**src/rtl/key_search_controller_pkg.sv**
```systemverilog
`default_nettype none
// ============================================================================
// Module   : key_search_controller_pkg
// Purpose  : Shared rc4 package for the key search controller. Holds the
//            FSM state encoding, the bounds of a printable message character,
//            the default message depth and the character classifier.
// Ports    : none (package)
// Revision : 1.0 - initial release
// ============================================================================
package key_search_controller_pkg;

  localparam int MSG_DEP_DEFAULT = 32;

  // A decrypted byte is accepted if it is lower-case ASCII or a space
  localparam logic [7:0] CHAR_LO    = 8'h61;
  localparam logic [7:0] CHAR_HI    = 8'h7A;
  localparam logic [7:0] CHAR_SPACE = 8'h20;

  typedef enum logic [3:0] {
    IDLE        = 4'd0,
    LAUNCH_INIT = 4'd1,
    WAIT_INIT   = 4'd2,
    LAUNCH_KSA  = 4'd3,
    WAIT_KSA    = 4'd4,
    LAUNCH_DEC  = 4'd5,
    WAIT_DEC    = 4'd6,
    CHECK       = 4'd7,
    NEXT_KEY    = 4'd8,
    FOUND       = 4'd9,
    FAIL        = 4'd10
  } state_t;

  function automatic logic is_msg_char(input logic [7:0] b);
    return ((b >= CHAR_LO) && (b <= CHAR_HI)) || (b == CHAR_SPACE);
  endfunction

endpackage : key_search_controller_pkg
`default_nettype wire

```
**src/rtl/key_search_controller_if.sv**
```systemverilog
`default_nettype none
// ============================================================================
// Module   : key_search_controller_if
// Purpose  : Bundle between the key search controller and the RC4 sub-blocks
//            (S-init, KSA, decrypt) plus the decrypted-message store.
// Ports    : secret_key  - candidate key (controller -> sub-blocks)
//            sub_rst     - return sub-blocks to idle (controller -> sub-blocks)
//            init_start/ksa_start/dec_start - launch pulses
//            init_done/ksa_done/dec_done    - level completion flags
//            msg_addr    - message store read address
//            msg_data    - read data, one cycle after msg_addr
//            Modport master = controller, slave = sub-blocks / store.
// Revision : 1.0 - initial release
// ============================================================================
interface key_search_controller_if
  import key_search_controller_pkg::*;
#(
  parameter int MSG_DEP = MSG_DEP_DEFAULT
);

  logic [23:0]                secret_key;
  logic                       sub_rst;
  logic                       init_start;
  logic                       ksa_start;
  logic                       dec_start;
  logic                       init_done;
  logic                       ksa_done;
  logic                       dec_done;
  logic [$clog2(MSG_DEP)-1:0] msg_addr;
  logic [7:0]                 msg_data;

  modport master (
    output secret_key, sub_rst, init_start, ksa_start, dec_start, msg_addr,
    input  init_done, ksa_done, dec_done, msg_data
  );

  modport slave (
    input  secret_key, sub_rst, init_start, ksa_start, dec_start, msg_addr,
    output init_done, ksa_done, dec_done, msg_data
  );

endinterface : key_search_controller_if
`default_nettype wire

```
**src/rtl/key_search_controller_edge_detect.sv**
```systemverilog
`default_nettype none
// ============================================================================
// Module   : edge_detect
// Purpose  : Rising-edge detector for a level done flag. rise is high in the
//            cycle where level is high and was low the cycle before, so a
//            done flag left high by a previous run never looks like a new
//            completion.
// Ports    : clk, reset (async, active-high), level (in), rise (out)
// Revision : 1.0 - initial release
// ============================================================================
module edge_detect (
  input  logic clk,
  input  logic reset,
  input  logic level,
  output logic rise
);

  logic prev;

  always_ff @(posedge clk or posedge reset) begin
    if (reset) begin
      prev <= 1'b0;
    end else begin
      prev <= level;
    end
  end

  assign rise = level & ~prev;

endmodule : edge_detect
`default_nettype wire

```
**src/rtl/key_search_controller.sv**
```systemverilog
`default_nettype none
// ============================================================================
// Module   : key_search_controller
// Purpose  : Brute-force RC4 key search sequencer. For each candidate key it
//            resets the sub-blocks, runs S-init, KSA and decrypt in turn, then
//            streams the decrypted message and accepts the key if every byte
//            is lower-case ASCII or space.
// Ports    : clk        - clock
//            reset      - asynchronous active-high reset
//            start      - begin a search from key 0 (ignored while busy)
//            sub        - master side of key_search_controller_if
//            busy       - search in progress
//            key_found  - valid key held on sub.secret_key
//            key_fail   - search space exhausted
// Revision : 1.0 - initial release
// ============================================================================
module key_search_controller
  import key_search_controller_pkg::*;
#(
  parameter int MSG_DEP  = MSG_DEP_DEFAULT,
  parameter int KEY_BITS = 22
) (
  input  logic                    clk,
  input  logic                    reset,
  input  logic                    start,
  key_search_controller_if.master sub,
  output logic                    busy,
  output logic                    key_found,
  output logic                    key_fail
);

  localparam int                  AW       = $clog2(MSG_DEP);
  localparam int                  CW       = AW + 1;
  localparam logic [CW-1:0]       CNT_LAST = CW'(MSG_DEP);
  localparam logic [KEY_BITS-1:0] KEY_MAX  = '1;

  state_t              state;
  state_t              state_nxt;
  logic [KEY_BITS-1:0] key;
  logic [CW-1:0]       chk_cnt;
  logic                key_clr;
  logic                key_inc;
  logic                sub_rst_req;
  logic                init_rise;
  logic                ksa_rise;
  logic                dec_rise;
  logic                byte_ok;

  edge_detect u_init_edge (.clk(clk), .reset(reset), .level(sub.init_done), .rise(init_rise));
  edge_detect u_ksa_edge  (.clk(clk), .reset(reset), .level(sub.ksa_done),  .rise(ksa_rise));
  edge_detect u_dec_edge  (.clk(clk), .reset(reset), .level(sub.dec_done),  .rise(dec_rise));

  // msg_data answers the address issued in the previous CHECK cycle
  assign byte_ok = is_msg_char(sub.msg_data);

  always_ff @(posedge clk or posedge reset) begin
    if (reset) begin
      state <= IDLE;
    end else begin
      state <= state_nxt;
    end
  end

  // chk_cnt = cycles spent in CHECK so far: address chk_cnt is issued and
  // byte chk_cnt-1 is tested in the same cycle.
  always_ff @(posedge clk or posedge reset) begin
    if (reset) begin
      key     <= '0;
      chk_cnt <= '0;
    end else begin
      if (key_clr) begin
        key <= '0;
      end else if (key_inc) begin
        key <= key + KEY_BITS'(1);
      end
      if (state == CHECK) begin
        chk_cnt <= chk_cnt + CW'(1);
      end else begin
        chk_cnt <= '0;
      end
    end
  end

  always_comb begin
    state_nxt   = state;
    key_clr     = 1'b0;
    key_inc     = 1'b0;
    sub_rst_req = 1'b0;
    case (state)
      IDLE, FOUND, FAIL: begin
        if (start) begin
          key_clr     = 1'b1;
          sub_rst_req = 1'b1;
          state_nxt   = LAUNCH_INIT;
        end
      end
      LAUNCH_INIT: state_nxt = WAIT_INIT;
      WAIT_INIT:   if (init_rise) state_nxt = LAUNCH_KSA;
      LAUNCH_KSA:  state_nxt = WAIT_KSA;
      WAIT_KSA:    if (ksa_rise) state_nxt = LAUNCH_DEC;
      LAUNCH_DEC:  state_nxt = WAIT_DEC;
      WAIT_DEC:    if (dec_rise) state_nxt = CHECK;
      CHECK: begin
        if ((chk_cnt != '0) && !byte_ok) begin
          state_nxt = NEXT_KEY;
        end else if (chk_cnt == CNT_LAST) begin
          state_nxt = FOUND;
        end
      end
      NEXT_KEY: begin
        if (key == KEY_MAX) begin
          state_nxt = FAIL;
        end else begin
          key_inc     = 1'b1;
          sub_rst_req = 1'b1;
          state_nxt   = LAUNCH_INIT;
        end
      end
      default: state_nxt = IDLE;
    endcase
  end

  // sub_rst is raised in the cycle before LAUNCH_INIT, so it can never
  // coincide with a launch pulse. The idle-state request follows start
  // directly, hence the reset gate keeps it low while reset is applied.
  assign sub.sub_rst    = sub_rst_req & ~reset;
  assign sub.init_start = (state == LAUNCH_INIT);
  assign sub.ksa_start  = (state == LAUNCH_KSA);
  assign sub.dec_start  = (state == LAUNCH_DEC);
  assign sub.secret_key = 24'(key);
  assign sub.msg_addr   = ((state == CHECK) && (chk_cnt < CNT_LAST)) ? chk_cnt[AW-1:0] : '0;

  assign busy      = (state != IDLE) && (state != FOUND) && (state != FAIL);
  assign key_found = (state == FOUND);
  assign key_fail  = (state == FAIL);

endmodule : key_search_controller
`default_nettype wire

```
**src/flat_wrapper.sv**
```systemverilog
// flat-port wrapper written by rule: the top's interface ports become plain ports
module key_search_controller_flat import key_search_controller_pkg::*;
#(
  parameter int MSG_DEP  = MSG_DEP_DEFAULT,
  parameter int KEY_BITS = 22
)
  (clk, reset, start, busy, key_found, key_fail, sub_secret_key, sub_sub_rst, sub_init_start, sub_ksa_start, sub_dec_start, sub_msg_addr, sub_init_done, sub_ksa_done, sub_dec_done, sub_msg_data);
  key_search_controller_if #(.MSG_DEP(MSG_DEP)) sub_i ();
  input  logic clk;
  input  logic reset;
  input  logic start;
  output logic busy;
  output logic key_found;
  output logic key_fail;
  output wire logic [$bits(sub_i.secret_key)-1:0] sub_secret_key;
  output wire logic [$bits(sub_i.sub_rst)-1:0] sub_sub_rst;
  output wire logic [$bits(sub_i.init_start)-1:0] sub_init_start;
  output wire logic [$bits(sub_i.ksa_start)-1:0] sub_ksa_start;
  output wire logic [$bits(sub_i.dec_start)-1:0] sub_dec_start;
  output wire logic [$bits(sub_i.msg_addr)-1:0] sub_msg_addr;
  input wire logic [$bits(sub_i.init_done)-1:0] sub_init_done;
  input wire logic [$bits(sub_i.ksa_done)-1:0] sub_ksa_done;
  input wire logic [$bits(sub_i.dec_done)-1:0] sub_dec_done;
  input wire logic [$bits(sub_i.msg_data)-1:0] sub_msg_data;
  assign sub_secret_key = sub_i.secret_key;
  assign sub_sub_rst = sub_i.sub_rst;
  assign sub_init_start = sub_i.init_start;
  assign sub_ksa_start = sub_i.ksa_start;
  assign sub_dec_start = sub_i.dec_start;
  assign sub_msg_addr = sub_i.msg_addr;
  assign sub_i.init_done = sub_init_done;
  assign sub_i.ksa_done = sub_ksa_done;
  assign sub_i.dec_done = sub_dec_done;
  assign sub_i.msg_data = sub_msg_data;
  key_search_controller #(.MSG_DEP(MSG_DEP), .KEY_BITS(KEY_BITS)) u_core (.clk(clk), .reset(reset), .start(start), .sub(sub_i), .busy(busy), .key_found(key_found), .key_fail(key_fail));
endmodule
```
**config.mk**
```make
export PLATFORM = sky130hd
export DESIGN_NAME = key_search_controller_flat
export DESIGN_NICKNAME = d
export VERILOG_FILES = /design/src/rtl/key_search_controller_pkg.sv /design/src/rtl/key_search_controller_if.sv /design/src/rtl/key_search_controller_edge_detect.sv /design/src/rtl/key_search_controller.sv /design/src/flat_wrapper.sv
export SDC_FILE = /design/constraint.sdc
export NUM_CORES = 1
export LEC_CHECK = 0
export CORE_MARGIN = 2
export CORE_UTILIZATION = 34
export DETAILED_ROUTE_END_ITERATION = 10
export PLACE_DENSITY = 0.7
export RECOVER_POWER = 100
export SLEW_MARGIN = 20
export SYNTH_ARGS = -nofsm -noshare
export SYNTH_HDL_FRONTEND = slang
export SYNTH_SLANG_ARGS = --single-unit
```
**constraint.sdc**
```tcl
create_clock -name clk -period 1.85 [get_ports clk]
set_input_delay 0.37 -clock clk [delete_from_list [all_inputs] [get_ports clk]]
set_output_delay 0.37 -clock clk [all_outputs]
set_load 0.05 [all_outputs]
```
======== After elaboration in Yosys (flattened, before gate mapping) ========
Cells that the tools add are included.
cells by class
  add/sub/neg operators ................... 2
  magnitude comparators ................... 3
  equal/unequal tests ..................... 20
  mux-type cells .......................... 17
  bitwise operators ....................... 8
  reduce and logical (&&, ||, !) cells .... 13
operators with widths
  kind                   number
  $mux 22                2
  $pmux 4 s9             1
  $mux 4                 7
  $add 22x1->22 const B  1
  $eq 22x22->1 const B   1
  $eq 4x3->1 const B     4
  $eq 4x4->1 const B     3
  $eq 4x2->1 const B     2
  $eq 8x6->1 const B     1
  $ge 8x7->1 const B     1
  $le 8x7->1 const B     1
  $ne 4x4->1 const B     2
  $add 6x1->6 const B    1
  $eq 6x6->1 const B     1
  $lt 6x6->1 const B     1
  $mux 6                 1
  $ne 2x1->1 const B     3
  $reduce_bool 6->1      1
  $logic_and 1x1->1      5
  $mux 5                 1
  $reduce_and 5->1       1
  $and 1x1->1            4
  $eq 4x1->1 const B     1
  $logic_not 4->1        1
  10 further kinds       16
storage, ports and cells
  bits in registers ....................... 35
  bits of input ports ..................... 14
  output and inout bits ................... 36

======== Longest topological paths before layout ========
  depth in word-level cells ............... 7
  mapped depth ............................ 8

======== By module ========
Synthesis repeated with hierarchy kept, for this count alone.
second synthesis, totals
  cells, all modules ...................... 237
  area total of the unflattened synthesis .. 2184.6 um^2
by module, submodules not included
  module                 instances  cells each  area an instance (um^2)  seq. area each (um^2)
  key_search_controller  1          228         2057.0                   800.8
  edge_detect            3          3           42.5                     25.0

======== Worst setup path after synthesis ========
OpenSTA, ideal clock, no wires.
  path kind ............................... reg2out
  from .................................... register u_core.key[0]
  to ...................................... output port sub_sub_rst
  arrival time ............................ 2.370 ns
  slack ................................... -0.890 ns
  cell stages (with the launch flop) ...... 8
  path buffers ............................ 1
  cells stage by stage .................... dfrtp_1 > ha_1 > and3_1 > and4_1 > clkbuf_1 > a21oi_1 > nor2_1 > nor2_1
between the ends
  longest elaborated chain between the ends .. 4
ends and longest elaborated chain
  what                    RTL line                      RTL
  from (decl)             key_search_controller.sv:39   logic [KEY_BITS-1:0] key;
  from (signal assigned)  key_search_controller.sv:74   key <= key + KEY_BITS'(1);
  $eq 22x22->1            key_search_controller.sv:111  if (key == KEY_MAX) begin
  $mux 1                  key_search_controller.sv:111
  $pmux 1 s2              key_search_controller.sv:89   case (state)
  $and 1x1->1             key_search_controller.sv:126  assign sub.sub_rst = sub_rst_req & ~reset;
  to (decl)               flat_wrapper.sv:16            output wire logic [$bits(sub_i.sub_rst)-1:0] sub_sub_rst;
No other way between the ends.

======== Worst setup path in the final report ========
  from .................................... register u_core.state[3]
  to ...................................... output port busy
between the ends
  longest elaborated chain between the ends .. 3
  elaborated cells on any way between the ends .. 5
  those cells by class .................... 2 x eq/ne; 3 x reduce/logical
ends and longest elaborated chain
  what                                             RTL line                      RTL
  from (decl)                                      key_search_controller.sv:37   state_t state;
  from (signal assigned)                           key_search_controller.sv:60   state <= state_nxt;
  $ne 4x4->1 or $reduce_bool 4->1 (tied branches)  key_search_controller.sv:133  assign busy = (state != IDLE) && (state != FOUND) && (state != FAIL);
  $logic_and 1x1->1                                key_search_controller.sv:133
  $logic_and 1x1->1 (*)                            key_search_controller.sv:133
  to (decl)                                        flat_wrapper.sv:12            output logic busy;
Mark *: on every way between the ends. The rest lies on a longest branch, timed or not.

==> out/summary.log <==
INFO  setup_path     reg2reg_setup_slack=-0.20ns
INFO  synth          number_of_synthesized_flops_with_an_enable_pin=0
INFO  cts            tritoncts=built
INFO  placed_design  detailedPlace.worstSlack=-0.287ns
INFO  setup_path     setup.worst_path.class=register to primary output
INFO  cells_and_area fill_cells=522
INFO  timing         fin_setup_tns=-2.55ns
INFO  synth          xor_xnor_cell_area_share_of_the_yosys_netlist=0.0916
INFO  floorplan      placeableCoreArea=5960squm
INFO  timing         timing_max_transition_violations_final=0
INFO  cells_and_area area_used_by_multi_input_combinational_logic=1400squm
INFO  synth          synth.distinct_cells=47
INFO  cells_and_area drive_above_1_share=0.461
INFO  grt            first_global_vias=2139
INFO  synth          synth-main-ff-cell=sky130_fd_sc_hd__dfrtp_1
INFO  route          drt-initial-drc-count=72
INFO  synth          synth_largest_type_area_fraction=0.416
INFO  route          drc_errors=0
INFO  synth          synth-compound-area-share=0.146
INFO  synth          synth.ff_latch_count=35
INFO  setup_path     worst-path-max-fanout=4
INFO  route          route.final.wire_length=5920microns
INFO  grt            global_route.overflow_total=0
INFO  floorplan      chipHeight=82.7microns
INFO  route          vias=2135
INFO  setup_path     worstSetupStartpointType=register
INFO  timing         post-route-period-util=1.17
INFO  route          route.antenna.remaining_nets=0
INFO  timing         report.final.hold_viol_count=0
INFO  timing         worst-slew-pin-transition=0.904ns
INFO  synth          synth.avg_cell_area=9.19squm
INFO  timing         setup_violations_final=14
INFO  grt            groute.usage.overall=0.184
INFO  cts            tritoncts_num_sinks=35
INFO  grt            antenna_violations_before_repair=0
INFO  setup_path     critical_path_arrival=1.79ns
INFO  worst_hold_path hold_path_startpoint=u_core.chk_cnt[0]
INFO  worst_hold_path hold-path-endpoint=u_core.chk_cnt[0]
INFO  setup_path     reg2regPathDepth=7
INFO  floorplan      pin_count=50
INFO  placed_design  gp_congestion=0.843
INFO  cells_and_area number_of_nets_in_the_final_layout=363
INFO  setup_path     setup.worst_path.end_class=primary output
INFO  pwr            peakVddDrop=0.873mV
INFO  synth          synth_cells=229
INFO  flow_run       maxCapViolations=0
INFO  floorplan      fp.dieArea=6840squm
INFO  synth          ys.warnings.count=0
INFO  floorplan      start_util=0.353
INFO  route          avgViaCountPerCell=5.06
INFO  cts            clock_latency_at_the_later_pin_of_the_worst_skew_pair=0.29ns
INFO  synth          ys_top_cells_by_area=sky130_fd_sc_hd__dfrtp_1, sky130_fd_sc_hd__xnor2_1, sky130_fd_sc_hd__nor2_1
INFO  timing         maxClockFrequency=462MHz
INFO  cells_and_area finalCoreUtilization=0.596
INFO  synth          synth-async-reset-ratio=1.00
INFO  route          routedWlPerCell=14.0microns
INFO  synth          synthesis.area=2100squm
INFO  synth          synth_mux_area_frac=0.0250
INFO  cts            clockRootBuffer=sky130_fd_sc_hd__clkbuf_8
INFO  timing         setup_repair_after_global_routing_missed_its_margin=true
INFO  cts            h-tree-depth=2
INFO  synth          register_area_share_after_synthesis=0.416
INFO  outcome        violations=negative setup slack
INFO  floorplan      placement_rows=28
INFO  cts            cts_inserted_buffers=5
INFO  placed_design  dpl.hpwl=4310microns
INFO  synth          synth_largest_area_cell=sky130_fd_sc_hd__dfrtp_1
INFO  cts            clk_path_buf_depth=2
INFO  setup_path     reg2reg_from=u_core.state[3]
INFO  timing         post-route-min-period=2.16ns
INFO  synth          synthSimpleGateAreaFrac=0.240
INFO  cells_and_area layout.area.seq=898squm
INFO  floorplan      fp.dieW=82.7microns
INFO  pwr            cellPowerDensity=1410nW/um^2
INFO  setup_path     worst_ep_required_time=1.48ns
INFO  pwr            power.leakage=1.48nW
INFO  synth          largest_family_of_logic_cells_by_synthesized_area=simple AND/OR/NAND/NOR gates
INFO  timing         max-slew-margin-rel=0.397
INFO  outcome        run_status=complete, but fails checks
INFO  setup_path     timing.rr.end=u_core.key[17]
INFO  worst_hold_path hold_class=register to register
INFO  cells_and_area p_r_area_growth_vs_syn=68.8%
INFO  worst_hold_path hold_depth=2
INFO  timing         worst_slack=-0.312ns
INFO  cells_and_area antennaDiodeCount=0
INFO  cells_and_area finalNonFillerCells=422
INFO  grt            grt_pass1_wl=9610microns
INFO  timing         final.setup_skew=0.0132ns
INFO  cts            cts.clk_slew.worst_paths=0.06ns
INFO  timing         holdWs=0.541ns
INFO  synth          yosys.area_share.adder=0.0178
INFO  placed_design  io_buffers=47
INFO  grt            grt_start_max_net_pins=36
INFO  placed_design  place_inst=406
INFO  route          pre_repair_dr_iteration_count=4
[per-stage QoR]
| stage | power (mW) | area, sq um |
|---|---|---|
| floorplan | 3.12 | 2320 |
| global placement | 4.38 | 3340 |
| detailed placement | 4.46 | 3340 |
| CTS | 5.10 | 3490 |
| global route | 5.34 | 3550 |
| finish | 5.02 | 3550 |
[routing by layer]
metal	global-route usage	up-vias	share of wire
met2	0.335	51	0.52
met1	0.216	1030	0.42
li1	-	1044	-
met4	0.0525	0	0.014
met3	0.0424	10	0.049
met5	0	-	0
[worst max-delay path, cell delays in order, from the launching register on]
cell and delay, ns:
sky130_fd_sc_hd__dfrtp_1 0.42, sky130_fd_sc_hd__or4_4 0.55, sky130_fd_sc_hd__o31a_4 0.14, sky130_fd_sc_hd__buf_4 0.16, sky130_fd_sc_hd__buf_6 0.11, sky130_fd_sc_hd__buf_8 0.14
[kinds of logic (layout without fill, tap and decap cells)]
logic type                 after synthesis  in the layout
buffers and inverters                   26            143
and+or+nand+nor                         99             99
AOI/OAI and AO/OA                       38             38
DFF                                     35             35
muxes                                    5              5
other                                    1              2
adders and majority gates                3              3
xor gates and xnor gates                22             22
[registers in the layout (all words and copies together), names as in the netlist]
name and count:
u_core.u_init_edge.prev 1, u_core.chk_cnt 6, u_core.u_dec_edge.prev 1, u_core.state 4
u_core.u_ksa_edge.prev 1, u_core.key 22
[final cells by class]
cell class | count | area share
Sequential cell | 35 | 0.253
Timing Repair Buffer | 125 | 0.294
Clock buffer | 8 | 0.0225
Multi-Input combinational cell | 169 | 0.393
Tap cell | 75 | 0.0264
Inverter | 10 | 0.0109
[cell usage after synthesis, types with 2 or more instances]
cell type,instances
sky130_fd_sc_hd__nand3_1,9
sky130_fd_sc_hd__o221ai_1,2
sky130_fd_sc_hd__mux2i_1,3
sky130_fd_sc_hd__nand2_1,13
sky130_fd_sc_hd__o31a_1,2
sky130_fd_sc_hd__nor4_1,3
sky130_fd_sc_hd__clkbuf_1,4
sky130_fd_sc_hd__and3_1,6
sky130_fd_sc_hd__inv_1,9
sky130_fd_sc_hd__and4_1,5
sky130_fd_sc_hd__ha_1,3
sky130_fd_sc_hd__and2_1,5
sky130_fd_sc_hd__nor3_1,9
sky130_fd_sc_hd__a211oi_1,6
sky130_fd_sc_hd__o21ai_0,5
sky130_fd_sc_hd__xnor2_1,18
sky130_fd_sc_hd__o21a_1,2
sky130_fd_sc_hd__nand2b_1,3
sky130_fd_sc_hd__dfrtp_1,35
sky130_fd_sc_hd__nand4_1,5
sky130_fd_sc_hd__buf_4,4
sky130_fd_sc_hd__xor2_1,4
sky130_fd_sc_hd__a21oi_1,5
sky130_fd_sc_hd__mux2_2,2
sky130_fd_sc_hd__buf_2,7
sky130_fd_sc_hd__or3_1,4
sky130_fd_sc_hd__o22ai_1,2
sky130_fd_sc_hd__nor2_1,33
sky130_fd_sc_hd__a2111oi_2,3
[worst max-delay path by stage]
stage | from | endpoint | slack [ns]
2_1_floorplan | u_core.key[0] | u_core.key[19] | -0.27
3_3_place_gp | sub_ksa_done | u_core.state[3] | -0.27
3_5_place_dp | sub_ksa_done | u_core.state[3] | -0.29
6_report | u_core.state[3] | busy | -0.31
5_1_grt | u_core.state[3] | sub_sub_rst | -0.36
4_1_cts | u_core.state[3] | sub_sub_rst | -0.33
[cells in the final DEF, fill, tap and decap left out, types with 3 or more instances in the layout]
| master | count |
|---|---|
| sky130_fd_sc_hd__xor2_1 | 4 |
| sky130_fd_sc_hd__inv_1 | 9 |
| sky130_fd_sc_hd__nor3_4 | 4 |
| sky130_fd_sc_hd__nor2_1 | 28 |
| sky130_fd_sc_hd__and2_4 | 3 |
| sky130_fd_sc_hd__dfrtp_2 | 18 |
| sky130_fd_sc_hd__nand2_1 | 13 |
| sky130_fd_sc_hd__xnor2_1 | 18 |
| sky130_fd_sc_hd__nor3_1 | 3 |
| sky130_fd_sc_hd__clkdlybuf4s50_1 | 10 |
| sky130_fd_sc_hd__nand4_1 | 5 |
| sky130_fd_sc_hd__mux2i_1 | 3 |
| sky130_fd_sc_hd__and4_4 | 3 |
| sky130_fd_sc_hd__clkbuf_8 | 5 |
| sky130_fd_sc_hd__buf_6 | 4 |
| sky130_fd_sc_hd__dfrtp_1 | 17 |
| sky130_fd_sc_hd__dlygate4sd3_1 | 3 |
| sky130_fd_sc_hd__buf_4 | 71 |
| sky130_fd_sc_hd__nor2_4 | 3 |
| sky130_fd_sc_hd__clkbuf_1 | 22 |
| sky130_fd_sc_hd__o21ai_0 | 5 |
| sky130_fd_sc_hd__buf_12 | 11 |
| sky130_fd_sc_hd__clkbuf_2 | 4 |
| sky130_fd_sc_hd__a2111oi_4 | 4 |
| sky130_fd_sc_hd__and4_1 | 3 |
| sky130_fd_sc_hd__nand3_1 | 9 |
| sky130_fd_sc_hd__and3_1 | 5 |
| sky130_fd_sc_hd__a211oi_2 | 5 |
| sky130_fd_sc_hd__or3_1 | 3 |
[repair_timing]
item                                    4_1_cts  5_1_grt
resized for setup                            14       19
setup buffers                                 3        6
gates cloned                                  0        0
hold buffers                                  0        0
endpoints found under the setup margin       20       26
pin swaps                                     5       11
[power by group]
| part | internal [mW] | total (mW) | switching [mW] | leakage (nW) |
|---|---|---|---|---|
| Clock | 0.268 | 0.541 | 0.273 | 0.0395 |
| Combinational | 1.33 | 3.24 | 1.91 | 1.00 |
| Sequential | 1.04 | 1.23 | 0.195 | 0.437 |
Power figures use the tool's default switching activity.
